## src/rtl/bin2qdi_rr_sched.sv

```systemverilog
`timescale 1ns/1ps
`default_nettype none
// ============================================================================
// bin2qdi_rr_sched : round-robin feeder for one binary-to-e1of4 QDI injector
// Revision: 1.0
// ============================================================================
module bin2qdi_rr_sched #(
    parameter  int N         = 4,
    parameter  int SETUP_CYC = 2,
    parameter  int TIMEOUT   = 1024,
    parameter  int CNT_W     = 16,
    localparam int GW        = (N > 1) ? $clog2(N) : 1
) (
    input  logic             CLK,
    input  logic             RESETn,
    input  logic [N-1:0]     in_valid,
    input  logic [2*N-1:0]   in_data,
    output logic [N-1:0]     in_ready,
    output logic [1:0]       din,
    output logic             req,
    input  logic             Re,
    output logic [GW-1:0]    grant_id,
    output logic             busy,
    output logic             err,
    output logic [CNT_W-1:0] tok_cnt
);

    localparam int            WW     = $clog2(TIMEOUT + 1);
    localparam logic [WW-1:0] TO_VAL = WW'(TIMEOUT);

    typedef enum logic [1:0] {
        IDLE  = 2'd0,
        SETUP = 2'd1,
        REQ   = 2'd2,
        REL   = 2'd3
    } state_t;

    state_t           state_q, state_d;
    logic             re_meta_q, re_s_q;
    logic [GW-1:0]    ptr_q, ptr_d;
    logic [GW-1:0]    grant_q, grant_d;
    logic [1:0]       din_q, din_d;
    logic             req_q, req_d;
    logic             err_q, err_d;
    logic [CNT_W-1:0] tok_q, tok_d;
    logic [3:0]       setup_q, setup_d;
    logic [WW-1:0]    wait_q, wait_d;
    logic [WW-1:0]    wait_inc;
    logic             sel_found;
    logic [GW-1:0]    sel_idx;
    logic [GW-1:0]    scan_idx;

    // Rotating scan starting just after the last winner.
    always_comb begin
        sel_found = 1'b0;
        sel_idx   = '0;
        scan_idx  = '0;
        for (int k = 1; k <= N; k++) begin
            scan_idx = GW'((int'(ptr_q) + k) % N);
            if (!sel_found && in_valid[scan_idx]) begin
                sel_found = 1'b1;
                sel_idx   = scan_idx;
            end
        end
    end

    always_comb begin
        in_ready = '0;
        if (state_q == IDLE && sel_found) begin
            in_ready[sel_idx] = 1'b1;
        end
    end

    assign wait_inc = (wait_q == TO_VAL) ? wait_q : wait_q + WW'(1);

    always_comb begin
        state_d = state_q;
        ptr_d   = ptr_q;
        grant_d = grant_q;
        din_d   = din_q;
        req_d   = req_q;
        err_d   = err_q;
        tok_d   = tok_q;
        setup_d = setup_q;
        wait_d  = wait_q;
        case (state_q)
            IDLE: begin
                if (sel_found) begin
                    din_d   = in_data[{sel_idx, 1'b0} +: 2];
                    grant_d = sel_idx;
                    ptr_d   = sel_idx;
                    setup_d = 4'(SETUP_CYC - 1);
                    wait_d  = '0;
                    state_d = SETUP;
                end
            end
            SETUP: begin
                if (setup_q != 4'd0) begin
                    setup_d = setup_q - 4'd1;
                end else if (re_s_q) begin
                    req_d   = 1'b1;
                    wait_d  = '0;
                    state_d = REQ;
                end else begin
                    wait_d = wait_inc;
                end
            end
            REQ: begin
                if (!re_s_q) begin
                    req_d   = 1'b0;
                    wait_d  = '0;
                    state_d = REL;
                end else begin
                    wait_d = wait_inc;
                end
            end
            REL: begin
                if (re_s_q) begin
                    tok_d   = tok_q + CNT_W'(1);
                    state_d = IDLE;
                end else begin
                    wait_d = wait_inc;
                end
            end
            default: state_d = IDLE;
        endcase
        // The handshake is never aborted; a stalled converter is only flagged.
        if (wait_d == TO_VAL) begin
            err_d = 1'b1;
        end
    end

    always_ff @(posedge CLK or negedge RESETn) begin
        if (!RESETn) begin
            state_q   <= IDLE;
            re_meta_q <= 1'b0;
            re_s_q    <= 1'b0;
            ptr_q     <= GW'(N - 1);
            grant_q   <= '0;
            din_q     <= 2'b00;
            req_q     <= 1'b0;
            err_q     <= 1'b0;
            tok_q     <= '0;
            setup_q   <= 4'd0;
            wait_q    <= '0;
        end else begin
            state_q   <= state_d;
            re_meta_q <= Re;
            re_s_q    <= re_meta_q;
            ptr_q     <= ptr_d;
            grant_q   <= grant_d;
            din_q     <= din_d;
            req_q     <= req_d;
            err_q     <= err_d;
            tok_q     <= tok_d;
            setup_q   <= setup_d;
            wait_q    <= wait_d;
        end
    end

    assign din      = din_q;
    assign req      = req_q;
    assign grant_id = grant_q;
    assign busy     = (state_q != IDLE);
    assign err      = err_q;
    assign tok_cnt  = tok_q;

endmodule
`default_nettype wire
```

## config.mk

```make
export PLATFORM = sky130hd
export DESIGN_NAME = bin2qdi_rr_sched
export DESIGN_NICKNAME = d
export VERILOG_FILES = /design/src/rtl/bin2qdi_rr_sched.sv
export SDC_FILE = /design/constraint.sdc
export NUM_CORES = 1
export LEC_CHECK = 0
export ABC_CLOCK_PERIOD_IN_PS = 3800
export CAP_MARGIN = 5
export CORE_MARGIN = 3
export CORE_UTILIZATION = 35
export CTS_BUF_LIST = sky130_fd_sc_hd__clkbuf_16
export DETAILED_ROUTE_END_ITERATION = 7
export GPL_TIMING_DRIVEN = 0
export RECOVER_POWER = 100
export SLEW_MARGIN = 10
export SYNTH_ARGS = -nofsm -noshare
export SYNTH_HDL_FRONTEND = slang
export SYNTH_SLANG_ARGS = --single-unit
```

## constraint.sdc

```tcl
create_clock -name CLK -period 3.8 [get_ports CLK]
set_clock_uncertainty 0.15 [all_clocks]
set_input_delay 0.76 -clock CLK [delete_from_list [all_inputs] [get_ports CLK]]
set_output_delay 0.76 -clock CLK [all_outputs]
set_load 0.05 [all_outputs]
```

==> results.sh, run 1 <==
export IMPL_clkSlewWorstSetupHoldPaths_ps=60
export IMPL_hpwl_um=3772
export IMPL_synthDistinctLibCells=41
export IMPL_post_cts_resize_count=5
export IMPL_post_route_util_pct=46.30
export IMPL_hold_viol=0
export IMPL_die_area_um2=7641
export IMPL_numCtsBuffers=5
export IMPL_start_util_pct=36.32
export IMPL_powerDensity_nw_per_um2=713.4
export IMPL_drt_iter0_drc=89
export IMPL_placementRows=29
export IMPL_grt_pass1_vias=1803
export IMPL_yosysTopAreaCell="dfrtp_1"
export IMPL_yosysSeqAreaShare_pct=46.49
export IMPL_post_cts_buffers=0
export IMPL_placeableCoreArea_um2=6386
export IMPL_worstPathCellList="dlygate4sd3_1 -> nand2b_1 -> a21oi_1 -> a211oi_2 -> and3_1 -> dlygate4sd2_1"
export IMPL_critPathLaunch="in_valid[2]"
export IMPL_report_final_slew_viol_count=0
export IMPL_cts_hold_fix_buffers=0
export IMPL_netlist_instances=234
export IMPL_clk_latency_ps=280
export IMPL_track_usage_pct=13.96
export IMPL_first_pass_iters=4
export IMPL_cp_slowest_stage_delay_ps=620
export IMPL_synth_top_cell_area_share_pct=44.23
export IMPL_grt_max_degree=27
export IMPL_arrival_ps=2740
export IMPL_slew_headroom_pct=7.082
export IMPL_wl_um=4874
export IMPL_cp_required_ps=2890
export IMPL_synth_ff_type="dfrtp_1"
export IMPL_ctsLongestPathBuffers=2
export IMPL_netlist_area_um2=2320
export IMPL_finalSetupTns_ps=0
export IMPL_syn2layout_area_growth_pct=27.45
export IMPL_gp_congestion=0.8324
export IMPL_grt_pass1_wl_um=8535
export IMPL_cp_top_family="buffers and inverters"
export IMPL_totalPowerFinal_mw=2.109
export IMPL_fin_crit_sh_pct=95.99
export IMPL_ys_seq_elements=43
export IMPL_reg2reg_from="state_q[1]"
export IMPL_portBuffers=41
export IMPL_crit_cells=6
export IMPL_finalSetupViolations=0
export IMPL_final_cells=361
export IMPL_syn_nets=258
export IMPL_clockPowerShare_pct=19.4
export IMPL_antenna_cells=0
export IMPL_p_leak_nw=1.354
export IMPL_synth_area_leaders="dfrtp_1 (44%), xnor2_1 (4.9%), ha_1 (4.9%), nand2_1 (3.6%), mux2i_1 (2.6%)"
export IMPL_layout_commonest_cell="dfrtp_1"
export IMPL_syn_mean_instance_area_um2=9.913
export IMPL_num_vias=1847
export IMPL_fmax_ghz=0.2742
export IMPL_route_detailed_drc=0
export IMPL_overflow=0
export IMPL_cts_root_buf="clkbuf_16"
export IMPL_crit_slowest_cell="dlygate4sd3_1"
export IMPL_antenna_found_initial=0
export IMPL_ant_nets=0
export IMPL_num_fill_cells=628
export IMPL_cap_violations=0
export IMPL_htreeDepth=2
export IMPL_cp_end_kind="output port"
export IMPL_die_y_um=87.41
export IMPL_sequentialPowerShare_pct=32.8
export IMPL_whs_ps=210.5
export IMPL_r2r_setup_slack_ps=950
export IMPL_wl_per_cell_um=13.50
export IMPL_nNetsFinal=307
export IMPL_ys_warn_count=0
export IMPL_critPathKind="in2out"
export IMPL_ff2ff_path_depth=9
export IMPL_hold_path_class="reg2reg"
export IMPL_drive_above_1_share_pct=7.394
export IMPL_postLayoutCellArea_um2=2957
export IMPL_switching_share_pct=43.96
export IMPL_p_int_mw=1.182
export IMPL_synth_edf_count=0
export IMPL_final_min_clock_period_ps=3647
export IMPL_path_buf_inv=2
export IMPL_postLayoutSetupSlackWorst_ps=152.5
export IMPL_outcome="complete, no violations"
export IMPL_worst_slew_pin_transition_ps=1394
export IMPL_dp_cells=353
export IMPL_layout_common_cells="dfrtp_1 (41), dlygate4sd3_1 (25), nand2_1 (21)"
export IMPL_clock_sinks=43
export IMPL_place_ws_ps=-330.3
export IMPL_post_dp_cell_area_um2=2841
export IMPL_ios=42
export IMPL_rsz0062_at_grt="no"
export IMPL_r2r_end="err"
export IMPL_start_kind="input pin"
export IMPL_pwr_share_comb_pct=47.8
export IMPL_ir_drop_mv=0.3021
export IMPL_crit_path_max_fanout=7
export IMPL_p_sw_mw=0.9273
export IMPL_cts_tree="done"
export IMPL_async_flop_share_pct=100.0
export IMPL_vias_per_cell=5.116
export IMPL_chipWidth_um=87.41
export IMPL_crit_end="in_ready[0]"
## cells in the mapped netlist, types with 2 or more instances
cell type  count
a211oi_1       5
mux2i_1        6
a21oi_1        3
o21a_1         2
xnor2_1       13
a211o_1        6
nor2_1        16
nand2b_1       2
mux2_2         5
nand4bb_1      3
o21ai_0        8
or2_2          2
o22ai_1        3
xor2_1         5
clkbuf_1       3
nor4b_1        2
ha_1           9
a21o_1         2
dfstp_2        2
nand3_1       11
dfrtp_1       41
nand4_1        6
o221ai_1       2
nand2_1       22
a31oi_1        6
nand3b_1       2
and3_1         8
inv_1         16
nor3_1         9
and2_1         3
## power groups by stage
stage                     sequential (mW)  combinational [mW]  clock (mW)
final                               0.692                1.01       0.409
after global placement              0.700                1.03           0
after global routing                0.716                1.11       0.449
after CTS                           0.697                1.05       0.424
after detailed placement            0.703                1.04           0
after floorplan                     0.850               0.581           0
## kinds of logic (layout without fill, tap and decap cells)
| family | after synthesis | in the layout | synth area share [%] |
|---|---|---|---|
| xor+xnor | 18 | 18 | 6.796 |
| mux | 11 | 11 | 5.016 |
| simple gates | 91 | 91 | 20.60 |
| flops | 43 | 43 | 46.49 |
| fa+ha+maj | 9 | 9 | 4.854 |
| buf+inv | 20 | 70 | 3.290 |
| compound gates | 42 | 42 | 12.95 |
## final cells by class
cell class | count | area (um2) | share of cell area, %
Buffer | 4 | 15.01 | 0.5078
Clock buffer | 5 | 125.1 | 4.232
Clock inverter | 3 | 16.27 | 0.5501
Inverter | 16 | 60.06 | 2.031
Multi-Input combinational cell | 171 | 1171 | 39.61
Sequential cell | 43 | 1079 | 36.48
Tap cell | 77 | 96.34 | 3.259
Timing Repair Buffer | 42 | 394.1 | 13.33
## worst reg2reg max path: cells and delay by family, from the launching register on
| family | cells | cell delay, ps |
|---|---|---|
| fa+ha+maj | 1 | 170 |
| buf+inv | 2 | 480 |
| flops | 1 | 410 |
| compound gates | 4 | 1140 |
| simple gates | 2 | 390 |
## metal layers
| metal | wire length [um] | track usage, % | vias to the layer above |
|---|---|---|---|
| li1 | - | - | 942 |
| met1 | 2310 | 19.30 | 880 |
| met2 | 2387 | 21.64 | 21 |
| met3 | 125 | 3.690 | 4 |
| met4 | 51 | 3.626 | 0 |
| met5 | 0 | 0 | - |
## state kept, by name, summed over array words and instances (netlist names)
| signal | count |
|---|---|
| re_s_q | 1 |
| setup_q | 4 |
| grant_id | 2 |
| re_meta_q | 1 |
| err | 1 |
| tok_cnt | 16 |
| din | 2 |
| state_q | 2 |
| wait_q | 11 |
| ptr_q | 2 |
| req | 1 |
## worst min path at each step
stage                         start  endpoint  slack, ps  depth (start not counted)
after floorplan           re_meta_q    re_s_q        180                          0
after detailed placement  re_meta_q    re_s_q        200                          0
after global routing      re_meta_q    re_s_q        220                          0
after global placement    re_meta_q    re_s_q        190                          0
final                     re_meta_q    re_s_q        210                          0
after CTS                 re_meta_q    re_s_q        210                          0
Power figures use the tool's default switching activity.
==> inputs of run 2 (changes only) <==
--- a/config.mk
+++ b/config.mk
@@ -7,7 +7,7 @@
 export LEC_CHECK = 0
 export ABC_CLOCK_PERIOD_IN_PS = 3800
 export CAP_MARGIN = 5
-export CORE_MARGIN = 3
+export CORE_MARGIN = 2
 export CORE_UTILIZATION = 35
 export CTS_BUF_LIST = sky130_fd_sc_hd__clkbuf_16
 export DETAILED_ROUTE_END_ITERATION = 7
==> run 2 against run 1 <==
  * The run now ends with max-capacitance violations, max-slew violations left
  * Critical path depth is the same
  * Cell count is the same
  * Maximum frequency grew 0.52%
  * Cell area grew 0.17%
  * Register-to-register slack is essentially flat
  * Sequential share of layout area shrank 0.062 points
  * Hold slack lost 8.9 ps
  * Power grew 0.88%
  * Highest routed layer unchanged
==> results.sh, run 2 (same netlist as run 1, synthesis figures left out) <==
export IMPL_outcome="complete, but fails checks"
export IMPL_failed_checks="max-capacitance violations, max-slew violations"
export IMPL_route_detailed_drc=0
export IMPL_cp_required_ps=2890
export IMPL_drive_above_1_share_pct=7.394
export IMPL_ant_nets=0
export IMPL_path_buf_inv=3
export IMPL_gp_congestion=0.7873
export IMPL_reg2reg_from="state_q[1]"
export IMPL_die_y_um=85.41
export IMPL_rsz0062_at_grt="no"
export IMPL_grt_pass1_wl_um=8687
export IMPL_worst_slew_pin_transition_ps=1524
export IMPL_cts_hold_fix_buffers=0
export IMPL_layout_common_cells="dfrtp_1 (41), dlygate4sd3_1 (24), nand2_1 (22)"
export IMPL_post_route_util_pct=46.38
export IMPL_critPathKind="in2out"
export IMPL_start_util_pct=36.32
export IMPL_cp_end_kind="output port"
export IMPL_clock_sinks=43
export IMPL_sequentialPowerShare_pct=32.5
export IMPL_antenna_cells=0
export IMPL_wl_um=4931
export IMPL_r2r_end="err"
export IMPL_ios=42
export IMPL_placeableCoreArea_um2=6386
export IMPL_arrival_ps=2720
export IMPL_syn2layout_area_growth_pct=27.67
export IMPL_track_usage_pct=14.87
export IMPL_wl_per_cell_um=13.66
export IMPL_vias_per_cell=5.197
export IMPL_numCtsBuffers=5
export IMPL_slew_headroom_pct=-1.605
export IMPL_clkSlewWorstSetupHoldPaths_ps=60
export IMPL_start_kind="input pin"
export IMPL_chipWidth_um=85.41
export IMPL_fin_crit_sh_pct=95.49
export IMPL_min_path_cells=0
export IMPL_drt_iter0_drc=88
export IMPL_grt_pass1_vias=1859
export IMPL_antenna_found_initial=0
export IMPL_htreeDepth=2
export IMPL_crit_slowest_cell="dlygate4sd2_1"
export IMPL_p_sw_mw=0.9419
export IMPL_overflow=0
export IMPL_p_leak_nw=1.349
export IMPL_nNetsFinal=307
export IMPL_switching_share_pct=44.27
export IMPL_post_cts_buffers=0
export IMPL_cap_violations=1
export IMPL_layout_commonest_cell="dfrtp_1"
export IMPL_die_area_um2=7295
export IMPL_placementRows=29
export IMPL_p_int_mw=1.186
export IMPL_r2r_setup_slack_ps=960
export IMPL_first_pass_iters=4
export IMPL_worstPathCellList="clkdlybuf4s50_1 -> inv_1 -> o22ai_1 -> a211oi_2 -> and3_1 -> dlygate4sd2_1"
export IMPL_num_vias=1876
export IMPL_clk_latency_ps=290
export IMPL_fmax_ghz=0.2756
export IMPL_cp_slowest_stage_delay_ps=530
export IMPL_post_cts_resize_count=5
export IMPL_grt_max_degree=30
export IMPL_cts_tree="done"
export IMPL_ctsLongestPathBuffers=2
export IMPL_ir_drop_mv=0.2955
export IMPL_portBuffers=41
export IMPL_final_min_clock_period_ps=3629
export IMPL_hpwl_um=3813
export IMPL_num_fill_cells=609
export IMPL_crit_path_max_fanout=7
export IMPL_largest_register_ffs=16
export IMPL_whs_ps=201.6
export IMPL_ff2ff_path_depth=9
export IMPL_powerDensity_nw_per_um2=718.4
export IMPL_hold_start="re_meta_q"
export IMPL_hold_path_end="re_s_q"
export IMPL_hold_viol=0
export IMPL_finalSetupViolations=0
export IMPL_hold_path_class="reg2reg"
export IMPL_cts_root_buf="clkbuf_16"
export IMPL_report_final_slew_viol_count=30
export IMPL_clockPowerShare_pct=20.3
export IMPL_pwr_share_comb_pct=47.2
export IMPL_cp_top_family="buffers and inverters"
run 2: changes by cell type in the layout (fill, tap and decap cells not counted):
cell / delta
nand2_1: +1
clkinv_2: -1
clkdlybuf4s50_1: +1
clkinvlp_4: +1
inv_1: -1
inv_6: +1
nand2_2: -1
dlygate4sd3_1: -1
run 2: worst max path at each step:
stage          depth (start not counted)           to         from  slack, ps
2_1_floorplan                          4  in_ready[3]  in_valid[3]        450
3_3_place_gp                           6  in_ready[0]  in_valid[3]       -400
3_5_place_dp                           7  in_ready[2]  in_valid[3]       -400
4_1_cts                                6  in_ready[2]  in_valid[2]          5
5_1_grt                                6  in_ready[0]  in_valid[3]         20
6_report                               6  in_ready[0]  in_valid[3]        170
run 2: per-stage QoR:
stage	setup TNS, ps	power, mW	setup WS [ps]	cells	instance area, um2
after floorplan	0	1.431	454.7	234	2320
after global placement	-1155	1.730	-401.1	352	2826
after detailed placement	-1197	1.747	-398.0	353	2841
after CTS	0	2.195	4.819	361	2998
after global routing	0	2.296	17.51	361	2962
final	0	2.128	171.3	361	2962
run 2: layer usage:
layer	global-route usage, %	vias up	wire (um)
li1	-	936	-
met1	20.06	917	2340
met2	23.30	19	2393
met3	3.405	4	131
met4	5.628	0	65
met5	0	-	0
run 2: area by class of cell:
| type | count | area [um2] | share of cell area, % |
|---|---|---|---|
| Buffer | 4 | 15.01 | 0.5070 |
| Clock buffer | 5 | 125.1 | 4.225 |
| Timing Repair Buffer | 42 | 394.1 | 13.31 |
| Clock inverter | 3 | 23.77 | 0.8027 |
| Sequential cell | 43 | 1079 | 36.42 |
| Tap cell | 77 | 96.34 | 3.253 |
| Inverter | 16 | 60.06 | 2.028 |
| Multi-Input combinational cell | 171 | 1169 | 39.46 |
run 2: power groups by stage:
stage	sequential (mW)	combinational, mW	clock, mW
after global placement	0.699	1.03	0
after detailed placement	0.701	1.05	0
after floorplan	0.850	0.581	0
after global routing	0.713	1.12	0.465
after CTS	0.696	1.05	0.450
final	0.692	1.01	0.431
